--- config.mk ---
export PLATFORM = sky130hd
export DESIGN_NAME = inst_queue
export DESIGN_NICKNAME = d
export VERILOG_FILES = /design/src/rtl/inst_queue_pkg.sv /design/src/rtl/inst_queue_compact.sv /design/src/rtl/inst_queue.sv
export SDC_FILE = /design/constraint.sdc
export NUM_CORES = 1
export LEC_CHECK = 0
export CAP_MARGIN = 20
export CORE_ASPECT_RATIO = 0.7
export CORE_UTILIZATION = 55
export CTS_BUF_LIST = sky130_fd_sc_hd__clkbuf_2 sky130_fd_sc_hd__clkbuf_4 sky130_fd_sc_hd__clkbuf_8
export CTS_CLUSTER_DIAMETER = 60
export DETAILED_ROUTE_END_ITERATION = 8
export PLACE_DENSITY_LB_ADDON = 0.12
export SYNTH_ARGS = -nofsm -noshare
export SYNTH_HDL_FRONTEND = slang
export SYNTH_SLANG_ARGS = --single-unit
--- constraint.sdc ---
create_clock -name clk -period 5.2 [get_ports clk]
set_input_delay 1.04 -clock clk [delete_from_list [all_inputs] [get_ports clk]]
set_output_delay 1.04 -clock clk [all_outputs]
set_load 0.05 [all_outputs]
--- src/rtl/inst_queue_pkg.sv ---
// rtl/inst_queue_pkg.sv - shared types and helpers for the two-wide instruction queue
//
// Purpose: fetch-packet and queue-entry typedefs plus the default queue depth.
// Contents:
//   IQ_DEPTH_DEFAULT  default number of single-instruction entries
//   iq_entry_t        one stored instruction {pc, inst}
//   f_d_pkg_t         two-slot fetch packet {mask, pc[2], inst[2]}
//   popcount2         number of set bits in a 2-bit slot mask
package inst_queue_pkg;

    localparam int IQ_DEPTH_DEFAULT = 8;

    typedef struct packed {
        logic [31:0] pc;
        logic [31:0] inst;
    } iq_entry_t;

    typedef struct packed {
        logic [1:0]       mask;
        logic [1:0][31:0] pc;
        logic [1:0][31:0] inst;
    } f_d_pkg_t;

    function automatic logic [1:0] popcount2(input logic [1:0] m);
        return {1'b0, m[0]} + {1'b0, m[1]};
    endfunction

endpackage

--- src/rtl/inst_queue_compact.sv ---
// rtl/inst_queue_compact.sv - maps a sparse 2-slot fetch packet onto dense write slots
//
// Purpose: decides how many entries a fetch packet writes and which instruction
//          lands at tail and at tail+1, so the oldest valid slot is always first.
// Ports:
//   pkt        in   fetch packet (mask, per-slot pc/inst)
//   n_in       out  number of valid instructions (0..2)
//   wr0_valid  out  an entry is written at tail
//   wr1_valid  out  an entry is written at tail+1
//   wr0, wr1   out  entries to write at tail / tail+1
import inst_queue_pkg::*;

module iq_compact (
    input  f_d_pkg_t   pkt,
    output logic [1:0] n_in,
    output logic       wr0_valid,
    output logic       wr1_valid,
    output iq_entry_t  wr0,
    output iq_entry_t  wr1
);

    always_comb begin
        n_in      = popcount2(pkt.mask);
        wr0_valid = |pkt.mask;
        wr1_valid = &pkt.mask;
        // A lone slot-1 instruction (mask 10) is compacted down to tail.
        if (pkt.mask[0]) begin
            wr0.pc   = pkt.pc[0];
            wr0.inst = pkt.inst[0];
        end else begin
            wr0.pc   = pkt.pc[1];
            wr0.inst = pkt.inst[1];
        end
        wr1.pc   = pkt.pc[1];
        wr1.inst = pkt.inst[1];
    end

endmodule

--- src/rtl/inst_queue.sv ---
// rtl/inst_queue.sv - two-wide compacting instruction buffer between fetch and decode
//
// Purpose: circular buffer of DEPTH single-instruction entries. Accepts 2-slot
//          fetch packets (compacting sparse masks), presents up to two oldest
//          instructions to the decoder, supports a synchronous flush.
// Ports:
//   clk, rst_n              clock, asynchronous active-low reset
//   flush_i                 drop all entries; blocks enqueue/dequeue this cycle
//   in_valid_i/in_ready_o   fetch packet handshake (ready = room for 2)
//   in_mask_i, in_pc_i, in_inst_i   fetch packet contents
//   out_valid_o/out_ready_i decoder handshake
//   out_mask_o              00, 01 or 11; slot 0 is always the oldest
//   out_pc_o, out_inst_o    presented instructions (invalid slots drive 0)
//   count_o                 current occupancy
import inst_queue_pkg::*;

module inst_queue #(
    parameter int DEPTH = IQ_DEPTH_DEFAULT
) (
    input  logic                     clk,
    input  logic                     rst_n,
    input  logic                     flush_i,
    input  logic                     in_valid_i,
    output logic                     in_ready_o,
    input  logic [1:0]               in_mask_i,
    input  logic [1:0][31:0]         in_pc_i,
    input  logic [1:0][31:0]         in_inst_i,
    output logic                     out_valid_o,
    input  logic                     out_ready_i,
    output logic [1:0]               out_mask_o,
    output logic [1:0][31:0]         out_pc_o,
    output logic [1:0][31:0]         out_inst_o,
    output logic [$clog2(DEPTH):0]   count_o
);

    localparam int PTR_W = $clog2(DEPTH);
    localparam logic [PTR_W:0] CNT_HI  = (PTR_W+1)'(DEPTH - 2);
    localparam logic [PTR_W:0] CNT_MAX = (PTR_W+1)'(DEPTH);

    iq_entry_t        mem [DEPTH];
    logic [PTR_W-1:0] head;
    logic [PTR_W-1:0] tail;
    logic [PTR_W:0]   count;

    f_d_pkg_t   pkt;
    logic [1:0] n_in;
    logic [1:0] n_out;
    logic       wr0_valid;
    logic       wr1_valid;
    iq_entry_t  wr0;
    iq_entry_t  wr1;
    logic       enq;
    logic       deq;

    logic [PTR_W-1:0] head_p1;
    logic [PTR_W-1:0] tail_p1;

    assign pkt.mask = in_mask_i;
    assign pkt.pc   = in_pc_i;
    assign pkt.inst = in_inst_i;

    iq_compact u_compact (
        .pkt       (pkt),
        .n_in      (n_in),
        .wr0_valid (wr0_valid),
        .wr1_valid (wr1_valid),
        .wr0       (wr0),
        .wr1       (wr1)
    );

    assign head_p1 = head + PTR_W'(1);
    assign tail_p1 = tail + PTR_W'(1);

    // Ready only looks at registered occupancy: two free entries guarantee a
    // full packet fits and that writes never collide with the entries read.
    assign in_ready_o = (count <= CNT_HI);

    assign out_valid_o = (count != '0);
    assign out_mask_o  = (count >= (PTR_W+1)'(2)) ? 2'b11 :
                         (count == (PTR_W+1)'(1)) ? 2'b01 : 2'b00;
    assign n_out       = popcount2(out_mask_o);

    always_comb begin
        out_pc_o   = '0;
        out_inst_o = '0;
        if (out_mask_o[0]) begin
            out_pc_o[0]   = mem[head].pc;
            out_inst_o[0] = mem[head].inst;
        end
        if (out_mask_o[1]) begin
            out_pc_o[1]   = mem[head_p1].pc;
            out_inst_o[1] = mem[head_p1].inst;
        end
    end

    assign enq = in_valid_i && in_ready_o && !flush_i;
    assign deq = out_valid_o && out_ready_i && !flush_i;

    assign count_o = count;

    // Storage carries no reset; validity is tracked solely by head/count.
    always_ff @(posedge clk) begin
        if (enq && wr0_valid) begin
            mem[tail] <= wr0;
        end
        if (enq && wr1_valid) begin
            mem[tail_p1] <= wr1;
        end
    end

    always_ff @(posedge clk or negedge rst_n) begin
        if (!rst_n) begin
            head  <= '0;
            tail  <= '0;
            count <= '0;
        end else if (flush_i) begin
            head  <= '0;
            tail  <= '0;
            count <= '0;
        end else begin
            if (enq) begin
                tail <= tail + PTR_W'(n_in);
            end
            if (deq) begin
                head <= head + PTR_W'(n_out);
            end
            count <= count
                   + (enq ? (PTR_W+1)'(n_in)  : '0)
                   - (deq ? (PTR_W+1)'(n_out) : '0);
        end
    end

    a_count_bound: assert property (@(posedge clk) disable iff (!rst_n)
        count <= CNT_MAX);
    a_mask_legal: assert property (@(posedge clk) disable iff (!rst_n)
        out_mask_o != 2'b10);
    a_no_overfill: assert property (@(posedge clk) disable iff (!rst_n)
        !(enq && (count > CNT_HI)));

endmodule

==> results of run 1 <==
power groups by stage:
stage	clock (mW)	sequential, mW	combinational [mW]
2_1_floorplan	0	4.96	4.43
4_1_cts	3.40	4.88	6.63
3_5_place_dp	0	4.97	6.61
5_1_grt	3.57	4.89	6.86
3_3_place_gp	0	4.96	6.57
6_report	3.36	4.88	6.63
per-layer routing:
metal,global-route usage (%),vias up,share of wire (%)
li1,-,7901,-
met1,40.4,9887,40
met2,50.1,885,49
met3,6.19,154,8.3
met4,9.97,4,2.7
met5,0,-,0.032
worst register-to-register path, delay by kind of cell, from the launching register on:
family | cells | cell delay, ps
simple gates | 2 | 1070
flops | 1 | 780
buf+inv | 1 | 550
mux | 1 | 380
fa+ha+maj | 1 | 320
xor+xnor | 1 | 150
kinds of logic (layout without fill, tap and decap cells):
kind of cell | count (synthesis) | count (layout) | share of synthesized area [%]
DFF | 522 | 522 | 51.1
AOI/OAI and AO/OA | 142 | 142 | 3.96
and+or+nand+nor | 60 | 60 | 1.22
xor gates and xnor gates | 7 | 7 | 0.200
other | 0 | 1 | 0
buffers and inverters | 167 | 478 | 2.69
adders and majority gates | 16 | 16 | 0.752
muxes | 834 | 834 | 40.1
Yosys cell counts (5+ instances only):
| cell | n |
|---|---|
| edfxtp_1 | 512 |
| buf_4 | 36 |
| nand2_1 | 6 |
| inv_1 | 13 |
| mux4_2 | 256 |
| clkbuf_1 | 62 |
| buf_2 | 48 |
| buf_1 | 8 |
| a22o_1 | 128 |
| a21oi_1 | 6 |
| nor2_1 | 17 |
| mux2_2 | 555 |
| dfrtp_1 | 10 |
| ha_1 | 12 |
| and3_1 | 5 |
| nor2b_1 | 6 |
| mux2_1 | 21 |
layout make-up:
cell class	instances	share of cell area (%)
Timing Repair Buffer	320	9.50
Tap cell	730	2.55
Inverter	13	0.136
Sequential cell	522	43.6
Clock inverter	34	0.391
Clock buffer	111	3.85
Multi-Input combinational cell	1059	39.9
Antenna cell	1	0.00699
how the worst max path moves through the flow:
stage | startpoint | to | cells after the start
floorplan | in_mask_i[0] | mem[6][0] | 6
global placement | in_mask_i[1] | mem[7][54] | 7
detailed placement | in_mask_i[1] | mem[7][47] | 7
CTS | head[0] | out_pc_o[48] | 5
global route | count_o[2] | out_pc_o[16] | 7
finish | head[0] | out_pc_o[48] | 5
through the flow:
step / util, % / hold WS, ps / worst slack (ps)
after global routing: 65.9 / 711 / 337
after CTS: 65.9 / 673 / 403
after global placement: 63.1 / 634 / 1060
after floorplan: - / 556 / 468
final: 65.9 / 679 / 396
after detailed placement: 63.1 / 650 / 935
sequential cells by signal (all words and copies together), names as in the netlist:
register  flops
count_o       4
head          3
mem         512
tail          3
layout by cell type, fill, tap and decap left out, types with 3 or more instances in the layout:
master           synthesis  layout
ha_1                    12      11
fa_1                     4       4
clkbuf_8                 0      87
dfrtp_1                 10       8
buf_4                   36      25
clkbuf_4                 0      24
nor2_1                  17      11
mux2_1                  21      21
nor2b_1                  6       4
a21oi_4                  0       3
clkinv_1                 0      26
xnor2_1                  4       4
nand2_1                  6       6
nor2_4                   0       6
buf_12                   0      26
clkdlybuf4s50_1          0     269
mux4_2                 256     256
xor2_1                   3       3
inv_1                   13      13
a22o_1                 128     128
mux2_2                 555     555
a21oi_1                  6       3
nand3_1                  3       3
and3_4                   0       4
and2_1                   4       3
clkinv_2                 0       7
edfxtp_1               512     512
==> results_dict.tcl, run 1 <==
set metrics [dict create \
    cts_root_buf "clkbuf_8" \
    layout_min_cycle_time_ps 4800 \
    max_stage_delay_ps 780 \
    rows 71 \
    drv_cap 0 \
    start_util_pct 56.3 \
    area_growth_pct 17.1 \
    post-route-period-util_pct 92.4 \
    synth-edff-count 512 \
    grt_pass1_vias 19518 \
    yosysTopAreaCell "edfxtp_1" \
    gp_congestion 0.826 \
    chipWidth_um 284 \
    worstHoldEndpoint "head[2]" \
    critPathMaxFanout 37 \
    syn_inst 1748 \
    ir_worst_vdd_mv 0.413 \
    switchingPower_mw 5.77 \
    die_area_um2 56600 \
    grt_pass1_wl_um 126000 \
    hold_start "head[2]" \
    synthesis.nets 1899 \
    cp_num_buf_inv 2 \
    ys_ff_latch 522 \
    placed_cells 2644 \
    cp_top_family "buffers and inverters" \
    final-hold-violation-count 0 \
    synth_flop_cell "edfxtp_1" \
    critical_path_required_ps 4160 \
    cts_buffer_depth 3 \
    finClkSkew_ps 18.3 \
    r2r-end "mem[2][62]" \
    fmax_mhz 208 \
    seq_area_frac_synth_pct 51.1 \
    cts.sinks 522 \
    p_leak_nw 11.3 \
    cts_hold_buf 0 \
    post-dp-hpwl_um 47700 \
    rsz0062_at_grt "no" \
    tritoncts "done" \
    nFillCells 3806 \
    worst_slew_pin_slew_ps 1040 \
    synthArstFlopShare_pct 1.92 \
    num_io_pins 271 \
    drive_gt1_share_pct 49.0 \
    clk_pin_slew_ps 60 \
    drt_iter0_drc 1786 \
    multi_input_area_um2 14300 \
    synth_area_leaders "edfxtp_1, mux2_2, mux4_2" \
    min_path_type "reg2reg" \
    yosysWarningCount 0 \
    routedWlPerCell_um 30.4 \
    slew_violations 0 \
    r2r_start "tail[0]" \
    arrival_ps 3760 \
    grt.overflow.total 0 \
    p_total_mw 14.9 \
    cts.repair.resized 0 \
    critical_path_class "reg2out" \
    setup_tns_ps 0 \
    synth_top_area_share_pct 50.3 \
    io_buffers 270 \
    power_frac_comb_pct 44.6 \
    syn_avg_cell_area_um2 17.5 \
    placed_area_um2 34300 \
    relSlewSlack_pct 30.6 \
    hold_path_depth 2 \
    power.share.switching_pct 38.8 \
    seqPwrFrac_pct 32.8 \
    fp.coreArea_um2 54400 \
    crit_chain "ha_4, buf_4, mux4_2, a22o_1, clkdlybuf4s50_1" \
    post-cts-setup-buffers 0 \
    die_y_um 199 \
    routed_wl_um 84800 \
    grt_max_degree 129 \
    setup_viol 0 \
    status "finished, final reports clean" \
    rrSetupSlack_ps 1680 \
    drc 0 \
    dr.pass1.iters 5 \
    vias 18831 \
    p_clk_share_pct 22.6 \
    power_density_nw_per_um2 415 \
    h-tree-depth 3 \
    cts_made_buffers 83 \
    netlist_area_um2 30600 \
    slowest_stage "ha_4" \
    ant_nets 0 \
    p_int_mw 9.10 \
    antenna_found_initial 3 \
    fin_nets 2150 \
    stdcell_area_um2 35800 \
    track_usage_pct 30.3 \
    clock_latency_ps 670 \
    via_per_inst 6.75 \
    end_kind "output port" \
    seq_area_um2 15600 \
    final_cells 2790 \
    startpoint_type "flop" \
    reg2reg_depth 6 \
    synth.distinct_cells 43 \
]
(Power assumes the default switching activity.)
==> inputs of run 2 (changes only) <==
--- a/config.mk
+++ b/config.mk
@@ -13,3 +13,3 @@
 export DETAILED_ROUTE_END_ITERATION = 8
-export PLACE_DENSITY_LB_ADDON = 0.12
+export PLACE_DENSITY = 0.8
 export SYNTH_ARGS = -nofsm -noshare
==> constraint.sdc (replaced) <==
create_clock -name clk -period 5.94 [get_ports clk]
set_input_delay 1.188 -clock clk [delete_from_list [all_inputs] [get_ports clk]]
set_output_delay 1.188 -clock clk [all_outputs]
set_load 0.01 [all_outputs]
==> run 2 against run 1 <==
Net effect:
- setup slack better by 380 ps
- clock power down 12%
- largest cell class unchanged
- critical endpoint is now out_pc_o[43]
- non-clock buffer count down 10
- via count up 0.78%
==> results_dict.tcl, run 2 (same netlist as run 1, synthesis figures left out) <==
set metrics [dict create \
    status "finished, final reports clean" \
    arrival_ps 3970 \
    ir_worst_vdd_mv 0.350 \
    vias 18977 \
    placed_area_um2 34100 \
    rows 71 \
    slowest_stage "ha_4" \
    grt_pass1_vias 19572 \
    dr.pass1.iters 7 \
    fp.coreArea_um2 54400 \
    slew_violations 0 \
    finClkSkew_ps 20.9 \
    die_y_um 199 \
    cts_hold_buf 0 \
    stdcell_area_um2 35600 \
    io_buffers 270 \
    grt_pass1_wl_um 123000 \
    final-hold-violation-count 0 \
    critical_path_required_ps 4750 \
    end_kind "output port" \
    cts.sinks 522 \
    post-route-period-util_pct 86.9 \
    start_util_pct 56.3 \
    chipWidth_um 284 \
    critical_path_class "reg2out" \
    routedWlPerCell_um 29.8 \
    die_area_um2 56600 \
    cts_buffer_depth 3 \
    cts.repair.resized 0 \
    clock_latency_ps 680 \
    p_total_mw 11.5 \
    via_per_inst 6.83 \
    relSlewSlack_pct 21.4 \
    drv_cap 0 \
    fin_nets 2139 \
    grt_max_degree 131 \
    layout_commonest_cell "mux2_2" \
    drive_gt1_share_pct 49.0 \
    p_leak_nw 11.2 \
    cts_made_buffers 82 \
    power_density_nw_per_um2 324 \
    largest_register "mem" \
    track_usage_pct 29.4 \
    fmax_mhz 194 \
    post-dp-hpwl_um 47300 \
    worst_slew_pin_slew_ps 1180 \
    antenna_found_initial 3 \
    tritoncts "done" \
    drt_iter0_drc 1920 \
    largest_register_ffs 512 \
    cts_root_buf "clkbuf_8" \
    setup_tns_ps 0 \
    setup_viol 0 \
    max_stage_delay_ps 1030 \
    drc 0 \
    routed_wl_um 82800 \
    rsz0062_at_grt "no" \
    gp_congestion 0.783 \
    clk_pin_slew_ps 60 \
    startpoint_type "flop" \
    crit_chain "ha_4, buf_4, mux4_2, a22o_1, clkdlybuf4s50_1" \
    num_io_pins 271 \
    min_path_type "reg2reg" \
    area_growth_pct 16.4 \
    layout_common_cells "mux2_2, edfxtp_1, clkdlybuf4s50_1" \
    nFillCells 3767 \
    h-tree-depth 3 \
    grt.overflow.total 0 \
    layout_min_cycle_time_ps 5160 \
    critPathMaxFanout 56 \
    ant_nets 0 \
    post-cts-setup-buffers 0 \
]
[run 2: cell count changes in the layout (fill, tap and decap cells not counted), moves of 2 or more]
| cell | previous run | this run |
|---|---|---|
| buf_12 | 26 | 11 |
| buf_16 | 0 | 3 |
| buf_4 | 25 | 27 |
| clkbuf_4 | 24 | 28 |
| clkbuf_8 | 87 | 85 |
| clkinv_1 | 26 | 20 |
| clkinv_2 | 7 | 10 |
[run 2: area by class of cell]
cell class	count	area [µm²]	share of cell area, %
Multi-Input combinational cell	1059	14300	40.2
Inverter	13	48.8	0.137
Timing Repair Buffer	310	3200	8.98
Tap cell	730	913	2.56
Sequential cell	522	15600	43.9
Antenna cell	1	2.50	0.00703
Clock buffer	113	1380	3.87
Clock inverter	32	140	0.393
[run 2: layer usage]
| layer | up-vias | share of wire [%] | track usage, % |
|---|---|---|---|
| met3 | 174 | 8.8 | 5.73 |
| met1 | 9915 | 39 | 39.1 |
| met2 | 998 | 49 | 48.9 |
| met5 | - | 0.033 | 0 |
| met4 | 4 | 2.9 | 9.97 |
| li1 | 7886 | - | - |
[run 2: where the power goes]
part | leakage (nW) | internal, mW | switching (mW)
clock network | 0.811 | 1.50 | 1.45
logic | 5.67 | 2.23 | 2.07
registers | 4.75 | 4.20 | 0.0930
[run 2: final timing paths]
check                            from      endpoint  slack, ps  cells after the start
hold reg to reg               head[2]       head[2]        690                      2
hold / removal                head[2]       head[2]        690                      2
setup / recovery              head[1]  out_pc_o[43]        780                      5
min in group asynchronous       rst_n    count_o[2]        830                      1
setup reg to reg           count_o[2]    mem[5][42]       2390                      6
max in group asynchronous       rst_n       head[0]       4750                      1
[run 2: per-stage QoR]
| stage | instances | util, % | hold slack (ps) | worst slack [ps] |
|---|---|---|---|---|
| 6_report | 2780 | 65.5 | 694 | 777 |
| 5_1_grt | 2780 | 65.5 | 720 | 653 |
| 4_1_cts | 2778 | 65.5 | 697 | 733 |
| 3_5_place_dp | 2633 | 62.7 | 679 | 1410 |
| 3_3_place_gp | 2630 | 62.5 | 638 | 1350 |
| 2_1_floorplan | 1748 | - | 556 | 301 |
[run 2: critical path: cells and delay by family (launching register included)]
| family | cells | cell delay [ps] |
|---|---|---|
| buf+inv | 2 | 890 |
| fa+ha+maj | 1 | 1030 |
| flops | 1 | 670 |
| mux | 1 | 360 |
| compound gates | 1 | 290 |
==> inputs of run 3 (changes only) <==
- CORE_UTILIZATION: 55 -> 65
- PLACE_DENSITY: 0.8 -> 0.91
==> run 3 against run 2 <==
Net effect:
- the flow now finishes with violations (DRC)
- sequential cell count unchanged
- maximum frequency increased by 1.8%
- clock power increased by 5%
- non-clock buffer count increased by 3
==> results_dict.tcl, run 3 (same netlist as run 1, synthesis figures left out) <==
set metrics [dict create \
    grt_pass1_wl_um 123000 \
    dr.pass1.iters 9 \
    cts_hold_buf 0 \
    routedWlPerCell_um 30.9 \
    start_util_pct 65.9 \
    post-dp-hpwl_um 46400 \
    ir_worst_vdd_mv 0.290 \
    violations "DRC" \
    status "complete, but fails checks" \
    setup_tns_ps 0 \
    worst_slack_ps 870 \
    min_path_type "reg2reg" \
    gp_congestion 0.844 \
    drive_gt1_share_pct 49.4 \
    io_buffers 270 \
    layout_min_cycle_time_ps 5070 \
    cts.sinks 522 \
    critical_path_required_ps 4750 \
    num_io_pins 271 \
    cts_buffer_depth 3 \
    grt.overflow.total 0 \
    drc 20 \
    stdcell_area_um2 35500 \
    cts.repair.resized 0 \
    fp.coreArea_um2 46400 \
    post-route-period-util_pct 85.4 \
    critPathMaxFanout 34 \
    via_per_inst 7.27 \
    slew_violations 0 \
    track_usage_pct 34.9 \
    die_y_um 184 \
    routed_wl_um 82500 \
    worst_slew_pin_slew_ps 1190 \
    post-cts-setup-buffers 0 \
    end_kind "output port" \
    rows 66 \
    fmax_mhz 197 \
    tritoncts "done" \
    largest_register "mem" \
    relSlewSlack_pct 20.4 \
    grt_max_degree 129 \
    chipWidth_um 261 \
    grt_pass1_vias 20093 \
    antenna_found_initial 5 \
    cts_made_buffers 82 \
    layout_commonest_cell "mux2_2" \
    clock_latency_ps 660 \
    cts_root_buf "clkbuf_8" \
    p_leak_nw 11.3 \
    ant_nets 0 \
    rsz0062_at_grt "no" \
    setup_viol 0 \
    drv_cap 0 \
    nFillCells 2621 \
    critical_path_class "reg2out" \
    h-tree-depth 3 \
    finClkSkew_ps 18.3 \
    final-hold-violation-count 0 \
    final_core_util_pct 76.6 \
    holdWs_ps 703 \
    power_density_nw_per_um2 328 \
    fin_nets 2142 \
    largest_register_ffs 512 \
    vias 19388 \
    die_area_um2 48000 \
    placed_area_um2 33900 \
    drt_iter0_drc 2405 \
    place_ws_ps 1330 \
    startpoint_type "flop" \
    layout_common_cells "mux2_2, edfxtp_1, clkdlybuf4s50_1" \
    arrival_ps 3880 \
    area_growth_pct 16.1 \
    clk_pin_slew_ps 70 \
]
run 3: changes by cell type in the layout (fill, tap and decap cells not counted), moves of 3 or more:
cell | previous run | this run
diode_2 | 1 | 5
buf_4 | 27 | 34
buf_12 | 11 | 8
bufinv_16 | 0 | 3
inv_6 | 0 | 3
clkinv_1 | 20 | 13
run 3: metrics by stage:
stage	power (mW)	instances
after global placement	8.51	2517
after global routing	12.0	2667
after CTS	11.6	2662
after floorplan	6.77	1748
after detailed placement	8.60	2518
final	11.7	2668
run 3: cell type report:
| cell class | count | area (µm²) | area share (%) |
|---|---|---|---|
| sequential | 522 | 15600 | 44.0 |
| antenna | 5 | 12.5 | 0.0352 |
| timing repair buffer | 313 | 3160 | 8.90 |
| tap | 612 | 766 | 2.16 |
| clock buffer | 112 | 1370 | 3.85 |
| inverter | 13 | 48.8 | 0.137 |
| multi-input combinational | 1059 | 14300 | 40.3 |
| clock inverter | 32 | 239 | 0.673 |
run 3: worst max-delay path: stages, from the launching register on:
cell and delay, ps:
dfrtp_4 560, ha_4 190, xor2_1 290, nor2b_4 580
buf_4 670, a22o_1 350, clkdlybuf4s50_1 580
run 3: worst paths after layout:
path	startpoint	end	slack [ps]	cells after the start
worst min-delay path	head[2]	head[2]	700	2
worst max-delay path	head[0]	out_pc_o[43]	870	6
min in group asynchronous	rst_n	count_o[2]	870	1
worst min register to register	head[2]	head[2]	700	2
max in group asynchronous	rst_n	head[0]	4670	1
worst max register to register	tail[0]	mem[6][28]	2320	7
run 3: routing by layer:
metal	up-vias	global-route usage (%)	routed length, µm
li1	7903	-	-
met1	9992	45.1	29500
met2	1285	58.2	41600
met3	208	6.62	8350
met4	0	15.3	3100
met5	-	0	0
run 3: power breakdown:
part	switching (mW)	internal, mW	leakage [nW]
Clock	1.46	1.63	0.853
Combinational	2.08	2.22	5.67
Sequential	0.0685	4.20	4.75
Total	3.62	8.05	11.3
